<file path="config.mk">
export PLATFORM = sky130hd
export DESIGN_NAME = fetch_queue
export DESIGN_NICKNAME = d
export VERILOG_FILES = /design/src/rtl/yah_pkg.sv /design/src/rtl/fetch_fifo.sv /design/src/rtl/fetch_queue.sv
export SDC_FILE = /design/constraint.sdc
export NUM_CORES = 1
export LEC_CHECK = 0
export ABC_AREA = 1
export CAP_MARGIN = 20
export CORE_MARGIN = 2
export CORE_UTILIZATION = 40
export DETAILED_ROUTE_END_ITERATION = 12
export GPL_TIMING_DRIVEN = 1
export SETUP_SLACK_MARGIN = 0.5
export SLEW_MARGIN = 25
export SYNTH_ARGS = -nofsm -noshare
export SYNTH_HDL_FRONTEND = slang
export SYNTH_HIERARCHICAL = 1
export SYNTH_SLANG_ARGS = --single-unit
</file>
<file path="constraint.sdc">
create_clock -name clk -period 8.95 [get_ports clk]
set_input_delay 1.3425 -clock clk [delete_from_list [all_inputs] [get_ports clk]]
set_output_delay 1.3425 -clock clk [all_outputs]
set_load 0.02 [all_outputs]
</file>
<file path="src/rtl/yah_pkg.sv">
// Shared definitions for the yah_processor front end: data widths, reset PC
// and the packed fetch-queue entry {inst, pc, fault}.
package yah_pkg;

  localparam int XLEN = 32;
  localparam logic [31:0] YAH_RESET_PC = 32'h0000_0000;
  localparam logic [31:0] NOP = 32'h0000_0013;

  // Entry layout, LSB first: fault, pc, inst
  localparam int ENTRY_W   = 65;
  localparam int FAULT_BIT = 0;
  localparam int PC_LSB    = 1;
  localparam int INST_LSB  = 33;

  typedef struct packed {
    logic [31:0] inst;
    logic [31:0] pc;
    logic        fault;
  } fetch_entry_t;

  function automatic fetch_entry_t make_entry(input logic [31:0] inst,
                                              input logic [31:0] pc,
                                              input logic        fault);
    fetch_entry_t e;
    e.inst  = inst;
    e.pc    = pc;
    e.fault = fault;
    return e;
  endfunction

endpackage

</file>
<file path="src/rtl/fetch_fifo.sv">
// Generic synchronous FIFO with flush. A push into a full FIFO is accepted
// only when a pop happens in the same cycle; flush wins over push and pop.
module fetch_fifo #(
  parameter int WIDTH = 65,
  parameter int DEPTH = 4
) (
  input  logic                     clk,
  input  logic                     rst_n,
  input  logic                     flush_i,
  input  logic                     push_i,
  input  logic                     pop_i,
  input  logic [WIDTH-1:0]         data_i,
  output logic [WIDTH-1:0]         data_o,
  output logic                     full_o,
  output logic                     empty_o,
  output logic [$clog2(DEPTH):0]   count_o
);

  localparam int PTR_W = $clog2(DEPTH);

  logic [WIDTH-1:0] mem_q [DEPTH];
  logic [PTR_W-1:0] wr_q;
  logic [PTR_W-1:0] rd_q;
  logic [PTR_W:0]   cnt_q;
  logic             do_push_s;
  logic             do_pop_s;

  assign empty_o   = (cnt_q == '0);
  assign full_o    = (cnt_q == (PTR_W+1)'(DEPTH));
  assign count_o   = cnt_q;
  assign data_o    = mem_q[rd_q];
  assign do_pop_s  = pop_i && !empty_o;
  assign do_push_s = push_i && (!full_o || do_pop_s);

  // Pointer and count update; pointers wrap naturally since DEPTH is a power of two
  always_ff @(posedge clk or negedge rst_n) begin
    if (!rst_n) begin
      wr_q  <= '0;
      rd_q  <= '0;
      cnt_q <= '0;
    end else if (flush_i) begin
      wr_q  <= '0;
      rd_q  <= '0;
      cnt_q <= '0;
    end else begin
      if (do_push_s) begin
        wr_q <= wr_q + PTR_W'(1);
      end
      if (do_pop_s) begin
        rd_q <= rd_q + PTR_W'(1);
      end
      case ({do_push_s, do_pop_s})
        2'b10:   cnt_q <= cnt_q + (PTR_W+1)'(1);
        2'b01:   cnt_q <= cnt_q - (PTR_W+1)'(1);
        default: cnt_q <= cnt_q;
      endcase
    end
  end

  // Storage write; slots are never read while empty, so no reset is needed
  always_ff @(posedge clk) begin
    if (do_push_s && !flush_i) begin
      mem_q[wr_q] <= data_i;
    end
  end

endmodule

</file>
<file path="src/rtl/fetch_queue.sv">
// Instruction prefetch queue: own PC, one fetch per cycle into fetch_fifo,
// redirect flush and misaligned-target fault. Macro FETCH_BYPASS_EN enables
// the empty-FIFO combinational bypass from memory to decode.
module fetch_queue
  import yah_pkg::*;
#(
  parameter int          DEPTH    = 4,
  parameter int          LINE_W   = 13,
  parameter logic [31:0] RESET_PC = YAH_RESET_PC
) (
  input  logic                   clk,
  input  logic                   rst_n,
  output logic [LINE_W-1:0]      mem_line,
  input  logic [31:0]            mem_data,
  input  logic                   redirect,
  input  logic [31:0]            redirect_addr,
  output logic                   out_valid,
  input  logic                   out_ready,
  output logic [31:0]            out_inst,
  output logic [31:0]            out_pc,
  output logic                   out_fault,
  output logic [$clog2(DEPTH):0] occupancy
);

  logic [31:0]       pc_q;
  logic [31:0]       pc_d;
  logic              halted_q;
  logic              halted_d;
  fetch_entry_t      last_q;
  fetch_entry_t      last_d;
  fetch_entry_t      head_s;
  fetch_entry_t      push_entry_s;
  fetch_entry_t      cur_s;
  logic              fifo_empty_s;
  logic              fifo_full_s;
  logic              fault_s;
  logic              pop_s;
  logic              push_ok_s;
  logic              push_fifo_s;
  logic              byp_valid_s;
  logic              byp_take_s;

  assign mem_line     = pc_q[LINE_W+1:2];
  // A misaligned PC can only come from a redirect; it fetches a fault entry instead of memory
  assign fault_s      = (pc_q[1:0] != 2'b00);
  assign push_entry_s = make_entry(fault_s ? 32'h0000_0000 : mem_data, pc_q, fault_s);

  fetch_fifo #(
    .WIDTH (ENTRY_W),
    .DEPTH (DEPTH)
  ) u_fifo (
    .clk     (clk),
    .rst_n   (rst_n),
    .flush_i (redirect),
    .push_i  (push_fifo_s),
    .pop_i   (pop_s),
    .data_i  (push_entry_s),
    .data_o  (head_s),
    .full_o  (fifo_full_s),
    .empty_o (fifo_empty_s),
    .count_o (occupancy)
  );

  // Handshake, push eligibility and output selection
  always_comb begin
`ifdef FETCH_BYPASS_EN
    byp_valid_s = fifo_empty_s && !halted_q && !redirect;
`else
    byp_valid_s = 1'b0;
`endif
    byp_take_s  = byp_valid_s && out_ready;
    pop_s       = !fifo_empty_s && out_ready;
    push_ok_s   = !redirect && !halted_q && (!fifo_full_s || pop_s);
    push_fifo_s = push_ok_s && !byp_take_s;

    if (!fifo_empty_s) begin
      cur_s = head_s;
    end else if (byp_valid_s) begin
      cur_s = push_entry_s;
    end else begin
      cur_s = last_q;
    end
    last_d    = cur_s;
    out_valid = !fifo_empty_s || byp_valid_s;
    out_inst  = cur_s.inst;
    out_pc    = cur_s.pc;
    out_fault = cur_s.fault;
  end

  // PC and halt next-state; redirect has priority over any fetch
  always_comb begin
    pc_d     = pc_q;
    halted_d = halted_q;
    if (redirect) begin
      pc_d     = redirect_addr;
      halted_d = 1'b0;
    end else if (push_ok_s) begin
      if (fault_s) begin
        halted_d = 1'b1;
      end else begin
        pc_d = pc_q + 32'd4;
      end
    end else begin
      pc_d     = pc_q;
      halted_d = halted_q;
    end
  end

  // Fetch state registers
  always_ff @(posedge clk or negedge rst_n) begin
    if (!rst_n) begin
      pc_q     <= RESET_PC;
      halted_q <= 1'b0;
      last_q   <= '0;
    end else begin
      pc_q     <= pc_d;
      halted_q <= halted_d;
      last_q   <= last_d;
    end
  end

endmodule

</file>
Word-level counts from Yosys, hierarchy flattened
Memory sizes are Yosys's and may differ from the RTL's.
Index checks and enable logic that the tools add are counted.

word-level totals
  register bits = 105
  memory bits (writable) = 260
  input bits = 68
  output and inout port bits = 82
  logic and storage cells = 55
  memories = 1

memory list
  name          depth  width  read ports  clocked after memory_dff  wr ports  RTL line          text
  u_fifo.mem_q  4      65     1           0                         1         fetch_fifo.sv:21  logic [WIDTH-1:0] mem_q [DEPTH];

cells by class
  add/subtract/negate cells = 5
  equal/unequal tests = 4
  multiplexer cells = 16
  reductions and logical operators = 21

operators with widths
  cell                                                                   number
  32-bit 2-to-1 mux                                                      4
  65-bit 2-to-1 mux                                                      1
  32-bit by 3-bit adder with 32-bit output, second input constant        1
  2-bit nonzero test                                                     5
  2-bit 2-to-1 mux                                                       4
  1-bit logical AND                                                      6
  3-bit one-hot mux with 2 select lines                                  1
  1-bit 2-to-1 mux                                                       5
  2-bit by 1-bit adder with 2-bit output, second input constant          2
  1-bit zero test                                                        4
  2-bit AND reduction                                                    2
  3-bit by 1-bit adder with 3-bit output, second input constant          1
  3-bit equality test, second input constant                             1
  3-bit zero test                                                        1
  3-bit 2-to-1 mux                                                       1
  3-bit nonzero test                                                     1
  3-bit by 1-bit subtractor with 3-bit output, second input constant     1
  2-bit by 1-bit equality test with 1-bit output, second input constant  1
  2-bit equality test, second input constant                             1
  1-bit logical OR                                                       2
  2-bit inequality test, second input constant                           1

Depth between registers and ports, before layout
Gate-level depths: netlist (run 1).

  word-level depth = 9
  gate-level depth with buffers = 16
  depth with buffers taken out = 16

Cells and area by module
The synthesis (run 1) kept the hierarchy.

modules (own cells, without submodules)
  module       times used  cells each  area each (um2)  seq. area each (um2)
  fetch_fifo   1           696         10,649.0         7,982.7
  fetch_queue  1           731         5,213.8          2,452.4

Worst setup path before layout (run 1)
Ideal clock, no wire load.

  path type = input-to-reg
  from = input redirect
  to = memory u_fifo.mem_q[0][0], enable pin
  setup time = 488 ps
  arrival time = 4,901 ps
  data required time = 8,462 ps
  path slack = 3,561 ps
  stages on the path = 9
  path buffers = 2
  cell sequence = inv_1 buf_4 buf_2 nand3_1 inv_1 nand2_1 inv_2 nand2_1 nor2_1

on the way
  word-level cells in the longest chain between the ends = 7

ends and longest elaborated chain
  item                                    RTL line           text
  from (decl)                             fetch_queue.sv:15  input logic redirect,
  1-bit zero test                         fetch_queue.sv:73  push_ok_s = !redirect && !halted_q && (!fifo_full_s || pop_s);
  1-bit logical AND (2 in a row)          fetch_queue.sv:73
  via push_fifo_s                         fetch_queue.sv:39  logic push_fifo_s;
  1-bit logical AND                       fetch_fifo.sv:33   assign do_push_s = push_i && (!full_o || do_pop_s);
  1-bit logical AND                       fetch_fifo.sv:62   if (do_push_s && !flush_i) begin
  1-bit 2-to-1 mux                        fetch_fifo.sv:62
  1-bit 2-to-1 mux (not written as such)  fetch_fifo.sv:63   mem_q[wr_q] <= data_i;
  to (decl)                               fetch_fifo.sv:21

The timed path passes the listed nets, and every way through them passes these cells.

==> results_dict.tcl, run 1 <==
set metrics [dict create \
    grt_max_degree 104 \
    syn2layout_area_growth_pct 19.7 \
    setup_viol 0 \
    die_w_um 203 \
    layout_min_cycle_time_ns 5.07 \
    hp-class "register to register" \
    outcome "complete, no violations" \
    cts_resized 0 \
    vias_per_cell 4.95 \
    final_nets 1624 \
    power.leakage_nw 7.36 \
    dieArea_um2 41300 \
    max_freq_ghz 0.197 \
    post-route-util_pct 48.8 \
    portBuffers 149 \
    cts_buffers 41 \
    seq_area_frac_synth_pct 65.8 \
    yosysWarnings 6 \
    clk_pin_slew_ns 0.06 \
    gp_congestion 0.800 \
    num_antenna_cells 0 \
    vdd_drop_max_mv 0.165 \
    cts_max_path_buffers 3 \
    yosys.cell_types.count 40 \
    power.density_nw_per_um2 306 \
    hold_viol 0 \
    initial_core_util_pct 40.8 \
    antenna_found_initial 0 \
    first_pass_iters 5 \
    drc 0 \
    cpPeakStageDelay_ns 0.71 \
    mostFrequentLayoutCell "nand2_1" \
    grt_use_met3_pct 3.00 \
    crit_slowest_cell "buf_6" \
    busiest_layer "met2" \
    syn_area_um2 15900 \
    clk_latency_ns 0.53 \
    pin_count 150 \
    synth-edff-count 260 \
    clock_skew_ns 0.0131 \
    cts_root_buf "clkbuf_16" \
    grt_use_met2_pct 31.3 \
    drt_iter0_drc 524 \
    criticalPathCategory "register to primary output" \
    path_common_cell "nand2_1" \
    place_area_um2 17600 \
    tritoncts "yes" \
    num_vias 10400 \
    stdcell_area_um2 19000 \
    ys_async_sr_fraction_pct 28.8 \
    postSynthCellCount 1427 \
    fillers 3526 \
    tns_ns 0 \
    reg2reg_slack_ns 5.28 \
    crit_path_end_kind "primary output" \
    critPathArrivalTime_ns 3.72 \
    gr-usage-all-layers_pct 18.3 \
    postSynthAreaPerCell_um2 11.1 \
    core_um2 38900 \
    global_route.usage.met1_pct 24.3 \
    path_max_fanout 83 \
    path_cells "inv_6, buf_6, o21ai_0, o22ai_2, nand2_1, nand2_1, clkdlybuf4s50_1" \
    drv_cap 0 \
    syn_nets 1501 \
    htree_num_levels 2 \
    worstMarginPinSlew_ns 0.974 \
    ant_nets 0 \
    dpl.cell_count 2025 \
    synth_top_flop_cell "edfxtp_1" \
    startpoint_type "register" \
    slew_headroom_pct 35.1 \
    final_cell_mix "nand2_1, edfxtp_1, nor2_1, clkdlybuf4s50_1, o21ai_0" \
    post-cts-setup-buffers 0 \
    ys_ff_latch 365 \
    cts_hold_buf 0 \
    layout.cells.non_filler 2098 \
    drt-total-wl_um 37200 \
    critPathTopFamily "buffers and inverters" \
    dp_hpwl_um 21600 \
    grt_pass1_wl_um 58700 \
    rsz0062_at_grt "no" \
    finalCritPeriodShare_pct 56.6 \
    rows 72 \
    crit_buf_inv 3 \
    grt.overflow.total 0 \
    drive_gt1_share_pct 12.2 \
    slew_viol_final 0 \
    grt_pass1_vias 10600 \
    crit_required_ns 7.61 \
    wl_per_cell_um 17.7 \
    die_h_um 203 \
    cts_sinks 365 \
]
## layer usage
layer	part of all wire, %	wire [µm]	vias to the layer above
met3	4.3	1600	53
met4	1.9	716	0
met5	0	0	-
met1	46	16900	5050
met2	48	17900	224
li1	-	-	5054
## synth_stat cells (2+ instances only)
cell type	instances	area (µm²)
o21ai_2	4	35.0
xor2_1	5	43.8
nor2_2	5	31.3
a21oi_1	11	55.1
nand2_2	4	25.0
nand2_4	3	33.8
edfxtp_1	260	7810
mux2i_1	4	40.0
nor2_4	41	462
ha_1	5	62.6
nand3_1	51	255
nand4_1	2	12.5
buf_12	5	100
nor2_1	184	691
inv_2	7	26.3
dfrtp_1	105	2630
buf_6	8	90.1
nand2_1	351	1320
o211ai_1	5	37.5
o21ai_1	26	130
or2_2	3	18.8
buf_2	20	100
clkbuf_1	34	128
o22ai_2	36	450
buf_4	15	113
o22ai_1	29	181
inv_1	78	293
o21ai_0	114	571
## tightest hold or removal path, cell delays in order, from the launching register on
cell and delay [ns]:
dfrtp_1 0.32, nand2_1 0.05, nand2_1 0.07
## state kept, by name (all words and copies together) (netlist names)
signal	count
halted_q	1
last_q	65
u_fifo/count_o	3
pc_q	32
u_fifo/wr_q	2
u_fifo/mem_q	260
u_fifo/rd_q	2
## through the flow
stage	hold WS [ns]	worst slack (ns)	power, mW
5_1_grt	0.491	3.70	6.12
4_1_cts	0.478	3.87	5.88
2_1_floorplan	0.497	3.56	3.40
6_report	0.474	3.88	5.81
3_5_place_dp	0.460	4.47	4.18
3_3_place_gp	0.465	4.23	4.16
## cell families (layout without fill, tap and decap cells)
| family | count (synthesis) | after routing | share of synthesized area, % |
|---|---|---|---|
| buf+inv | 170 | 323 | 5.44 |
| mux | 4 | 4 | 0.252 |
| simple gates | 648 | 648 | 18.3 |
| compound gates | 228 | 228 | 9.39 |
| flops | 365 | 365 | 65.8 |
| fa+ha+maj | 6 | 6 | 0.521 |
| xor+xnor | 6 | 6 | 0.331 |
## path summary, 6_finish.rpt
kind | startpoint | end | cells after the start
max | u_fifo/rd_q[0] | out_fault | 7
min in group asynchronous | rst_n | last_q[56] | 1
max in group asynchronous | rst_n | u_fifo/rd_q[0] | 2
min reg2reg | last_q[41] | last_q[41] | 2
max reg2reg | u_fifo/count_o[0] | u_fifo/mem_q[3][41] | 12
min | last_q[41] | last_q[41] | 2
## where the power goes
part	internal (mW)	leakage, nW	switching, mW
logic	0.718	3.05	1.19
registers	2.08	3.64	0.131
clock network	1.05	0.675	0.647
## layout make-up
type | count | area, µm² | area share, %
clock inverters | 14 | 173 | 0.909
clock buffers | 59 | 1200 | 6.34
repair buffers | 163 | 1600 | 8.43
flip-flops and latches | 365 | 10400 | 55.0
multi-input cells | 892 | 4590 | 24.2
inverters | 87 | 332 | 1.75
well taps | 518 | 648 | 3.41
Power figures use the tool's default switching activity.
==> run 2: changes to the inputs <==
Clock period 8.95 ns to 4.45 ns, I/O delays scaled along.
==> results_dict.tcl, run 2 (same netlist as run 1, synthesis figures left out) <==
set metrics [dict create \
    path_common_cell "nand2_1" \
    critPathTopFamily "buffers and inverters" \
    layout_min_cycle_time_ns 3.77 \
    crit_required_ns 3.78 \
    total_power_mw 11.6 \
    gp_congestion 0.818 \
    slew_viol_final 0 \
    vdd_drop_max_mv 0.336 \
    startpoint_type "register" \
    grt_pass1_vias 10600 \
    clk_latency_ns 0.54 \
    layout.cells.non_filler 2111 \
    hold_viol 0 \
    power.leakage_nw 7.39 \
    cts_hold_buf 0 \
    setup_viol 0 \
    top_regs "u_fifo/mem_q: 260 flops, last_q: 65 flops, pc_q: 32 flops" \
    power.density_nw_per_um2 611 \
    grt_pass1_wl_um 58200 \
    crit_path_end_kind "primary output" \
    grt_max_degree 70 \
    cts_root_buf "clkbuf_16" \
    largest_reg_flops 260 \
    first_pass_iters 5 \
    slew_headroom_pct 45.6 \
    cpPeakStageDelay_ns 0.88 \
    dpl.cell_count 2037 \
    path_cells "buf_4, o21ai_0, o22ai_2, nand2_1, nand2_1, clkdlybuf4s50_1" \
    num_antenna_cells 0 \
    drt-total-wl_um 36900 \
    clock_skew_ns 0.0231 \
    hp-class "input port to async pin" \
    ant_nets 0 \
    whs_ns 0.165 \
    core_um2 38900 \
    initial_core_util_pct 40.8 \
    syn2layout_area_growth_pct 20.1 \
    dieArea_um2 41300 \
    htree_num_levels 2 \
    crit_buf_inv 2 \
    antenna_found_initial 0 \
    max_freq_ghz 0.265 \
    num_vias 10600 \
    r2r_start "u_fifo/count_o[0]" \
    criticalPathCategory "register to primary output" \
    drive_gt1_share_pct 12.7 \
    mostFrequentLayoutCell "nand2_1" \
    pin_count 150 \
    rsz0062_at_grt "no" \
    critPathArrivalTime_ns 3.11 \
    reg2reg_slack_ns 1.44 \
    drv_cap 0 \
    die_h_um 203 \
    drt_iter0_drc 771 \
    gr-usage-all-layers_pct 18.0 \
    grt.overflow.total 0 \
    vias_per_cell 5.00 \
    crit_slowest_cell "dfrtp_2" \
    final_nets 1635 \
    r2r_end "u_fifo/mem_q[1][56]" \
    post-cts-setup-buffers 0 \
    fillers 3559 \
    cts_resized 0 \
    reg2reg_depth 12 \
    dp_hpwl_um 22500 \
    tritoncts "yes" \
    worstMarginPinSlew_ns 0.815 \
    wl_per_cell_um 17.5 \
    clk_pin_slew_ns 0.06 \
    cts_buffers 40 \
    die_w_um 203 \
    path_max_fanout 39 \
    top_register "u_fifo/mem_q" \
    cts_max_path_buffers 3 \
    rows 72 \
    finalCritPeriodShare_pct 84.8 \
    cts_sinks 365 \
    drc 0 \
    final_cell_mix "nand2_1, edfxtp_1, nor2_1, clkdlybuf4s50_1, o21ai_0" \
    outcome "complete, no violations" \
    portBuffers 149 \
]
[run 2: cell types whose count changed in the layout (fill, tap and decap cells not counted), sizes merged]
cell | before | now
clkinvlp | 2 | 6
clkbuf | 59 | 54
bufinv | 4 | 5
inv | 86 | 88
buf | 15 | 27
clkinv | 9 | 8
[run 2: worst reg2reg max path, cell delays in order (launching register included)]
cell and delay (ns):
dfrtp_1 0.46, nor2_2 0.08, nand2_1 0.11, inv_2 0.05, buf_4 0.37, o21ai_4 0.30, nand3_1 0.09, inv_1 0.09
nand2_1 0.11, inv_2 0.08, nand2_1 0.21, nor2_4 0.17, buf_4 0.48
[run 2: power breakdown]
part | internal [mW] | total [mW] | leakage, nW | switching, mW
clock network | 2.01 | 3.33 | 0.632 | 1.32
logic | 1.48 | 3.88 | 3.12 | 2.40
registers | 4.18 | 4.43 | 3.64 | 0.251
total | 7.67 | 11.6 | 7.39 | 3.97
[run 2: worst max path at each step]
| stage | from | slack [ns] | end | cells past startpoint |
|---|---|---|---|---|
| final | u_fifo/rd_q[1] | 0.68 | out_pc[21] | 6 |
| after global routing | u_fifo/rd_q[1] | 0.50 | out_pc[21] | 6 |
| after CTS | u_fifo/rd_q[1] | 0.64 | out_pc[21] | 6 |
| after detailed placement | u_fifo/rd_q[1] | 1.23 | out_pc[21] | 6 |
| after global placement | u_fifo/rd_q[1] | 1.26 | out_pc[21] | 6 |
| after floorplan | u_fifo/count_o[0] | -0.28 | u_fifo/mem_q[0][0] | 11 |
[run 2: through the flow]
stage                     setup TNS, ns  utilization (%)  cell area [µm²]  setup slack [ns]
after floorplan                  -73.50                -            15900            -0.283
after global placement                0             45.5            17700              1.26
after detailed placement              0             45.5            17700              1.23
after CTS                             0             49.0            19100             0.641
after global routing                  0             49.0            19100             0.501
final                                 0             49.0            19100             0.677
[run 2: area by class of cell]
class                           instances  area, µm²  share of cell area [%]
Sequential cell                       365      10400                    54.8
Multi-Input combinational cell        892       4590                    24.1
Timing Repair Buffer                  175       1710                    8.97
Clock buffer                           54       1080                    5.69
Tap cell                              518        648                    3.40
Inverter                               87        332                    1.74
Clock inverter                         20        246                    1.29
[run 2: per-layer routing]
layer / GRT usage, % / share of wire [%]
met5: 0 / 0
met2: 30.4 / 48
met3: 2.86 / 5.3
met1: 24.2 / 45
met4: 4.90 / 1.8
==> run 3: changes to the inputs <==
Clock period 4.45 ns to 3.1 ns, I/O delays scaled along.
==> results_dict.tcl, run 3 (same netlist as run 1, synthesis figures left out) <==
set metrics [dict create \
    initial_core_util_pct 40.8 \
    hold_viol 0 \
    slew_headroom_pct 59.6 \
    drt-total-wl_um 40700 \
    regArea_um2 10400 \
    reg2reg_slack_ns 0.57 \
    cp.depth 9 \
    drt_iter0_drc 857 \
    drc 0 \
    cts_buffers 39 \
    wl_per_cell_um 18.9 \
    crit_slowest_cell "dfrtp_4" \
    critPathTopFamily "buffers and inverters" \
    antenna_found_initial 0 \
    path_cells "buf_12, clkinv_16, buf_12, buf_16, o21ai_0, o22ai_2, nand2_1, nand2_1, buf_4" \
    num_vias 10800 \
    largest_reg_flops 260 \
    worstMarginPinSlew_ns 0.605 \
    htree_num_levels 2 \
    dieArea_um2 41300 \
    rsz0062_at_grt "yes" \
    drive_gt1_share_pct 20.5 \
    die_h_um 203 \
    reg2reg_depth 17 \
    post-route-util_pct 50.7 \
    tns_ns 0 \
    grt_max_degree 66 \
    top_regs "u_fifo/mem_q: 260 flops, last_q: 65 flops, pc_q: 32 flops" \
    num_antenna_cells 0 \
    tritoncts "yes" \
    clk_pin_slew_ns 0.06 \
    outcome "complete, no violations" \
    path_max_fanout 11 \
    hold_depth 2 \
    grt_pass1_wl_um 62100 \
    startpoint_type "register" \
    rows 72 \
    multi_input_area_um2 4670 \
    gp_congestion 0.832 \
    power.density_nw_per_um2 875 \
    cpPeakStageDelay_ns 0.44 \
    mostFrequentLayoutCell "nand2_1" \
    cts_root_buf "clkbuf_16" \
    ant_nets 0 \
    max_freq_ghz 0.385 \
    hp-class "register to register" \
    crit_path_end_kind "primary output" \
    criticalPathCategory "register to primary output" \
    setup_viol 0 \
    drv_cap 0 \
    syn2layout_area_growth_pct 24.5 \
    dp_hpwl_um 22800 \
    die_w_um 203 \
    cts_sinks 365 \
    pin_count 150 \
    final_nets 1680 \
    power.leakage_nw 7.87 \
    final_cell_mix "nand2_1, edfxtp_1, nor2_1, dfrtp_1, o21ai_0" \
    vias_per_cell 5.03 \
    gr-usage-all-layers_pct 19.5 \
    first_pass_iters 7 \
    grt.overflow.total 0 \
    clk_latency_ns 0.53 \
    core_um2 38900 \
    finalCritPeriodShare_pct 83.9 \
    layout_min_cycle_time_ns 2.60 \
    slew_viol_final 0 \
    clock_skew_ns 0.0125 \
    vdd_drop_max_mv 0.355 \
    cts_max_path_buffers 3 \
    grt_pass1_vias 10700 \
    top_register "u_fifo/mem_q" \
    critPathArrivalTime_ns 2.14 \
    portBuffers 149 \
    fillers 3431 \
    crit_buf_inv 5 \
    crit_required_ns 2.63 \
]
run 3: cell count changes in the layout (fill, tap and decap cells not counted), moves of 5 or more:
cell             change
buf_12              +11
clkbuf_16            +5
o21ai_0             -24
clkdlybuf4s50_1     -66
buf_4               +37
o21ai_1             +23
clkbuf_8             +7
nand2_1             -16
buf_6               +10
nand2_2             +15
buf_16              +12
buf_2               +32
run 3: repair_timing:
action                                  4_1_cts  5_1_grt
hold buffers                                  1        0
resized for setup                           278      102
buffers inserted                             19       11
cloned                                        8        6
endpoints found under the hold margin        39        0
pin swaps                                     4        9
endpoints found under the setup margin      298      289
run 3: layer usage:
metal | part of all wire (%) | wire, µm | vias up | track usage, %
met1 | 45 | 18500 | 5300 | 27.6
met5 | 0 | 0 | - | 0
met3 | 5.7 | 2300 | 60 | 2.86
li1 | - | - | 5170 | -
met2 | 47 | 19200 | 309 | 31.8
met4 | 1.8 | 720 | 0 | 4.56
run 3: worst register-to-register path, stage by stage, from the launching register on:
cell	delay [ns]
dfrtp_2	0.40
inv_2	0.05
nand2_2	0.13
inv_8	0.07
buf_16	0.19
o21ai_4	0.22
nand3_1	0.13
inv_2	0.12
inv_1	0.07
nand3_2	0.11
inv_1	0.07
fa_1	0.41
xnor2_2	0.17
inv_1	0.05
nand2_1	0.06
nand2_1	0.05
nand3_1	0.07
nand2_1	0.05
run 3: final cells by class:
cell class,count,share of cell area [%]
inverters,87,1.84
repair buffers,220,11.8
flip-flops and latches,365,52.9
clock inverters,11,0.558
repair inverters,1,0.0443
clock buffers,59,5.94
well taps,518,3.28
multi-input cells,892,23.7
run 3: report_power, final:
| part | total, mW | leakage, nW | internal (mW) | switching, mW |
|---|---|---|---|---|
| combinational | 6.30 | 3.62 | 2.39 | 3.91 |
| sequential | 6.35 | 3.64 | 6.00 | 0.351 |
| clock | 4.62 | 0.624 | 2.78 | 1.84 |
| total | 17.3 | 7.87 | 11.2 | 6.10 |
run 3: worst paths after layout:
kind	from	end
setup / recovery	u_fifo/rd_q[0]	out_fault
hold / removal	last_q[41]	last_q[41]
setup reg to reg	u_fifo/count_o[2]	u_fifo/count_o[2]
hold reg to reg	last_q[41]	last_q[41]
max in group asynchronous	rst_n	last_q[31]
min in group asynchronous	rst_n	last_q[58]
run 3: through the flow:
step                cell area (µm²)  hold WS, ns  instances  worst slack [ns]  total power [mW]
floorplan                     15900        0.169       1427             0.429              9.84
global placement              17900        0.459       2038             0.224              12.2
detailed placement            17900        0.463       2038             0.207              12.3
CTS                           19500        0.471       2136             0.376              17.1
global route                  19700        0.494       2153             0.381              18.2
finish                        19700        0.471       2153             0.500              17.3
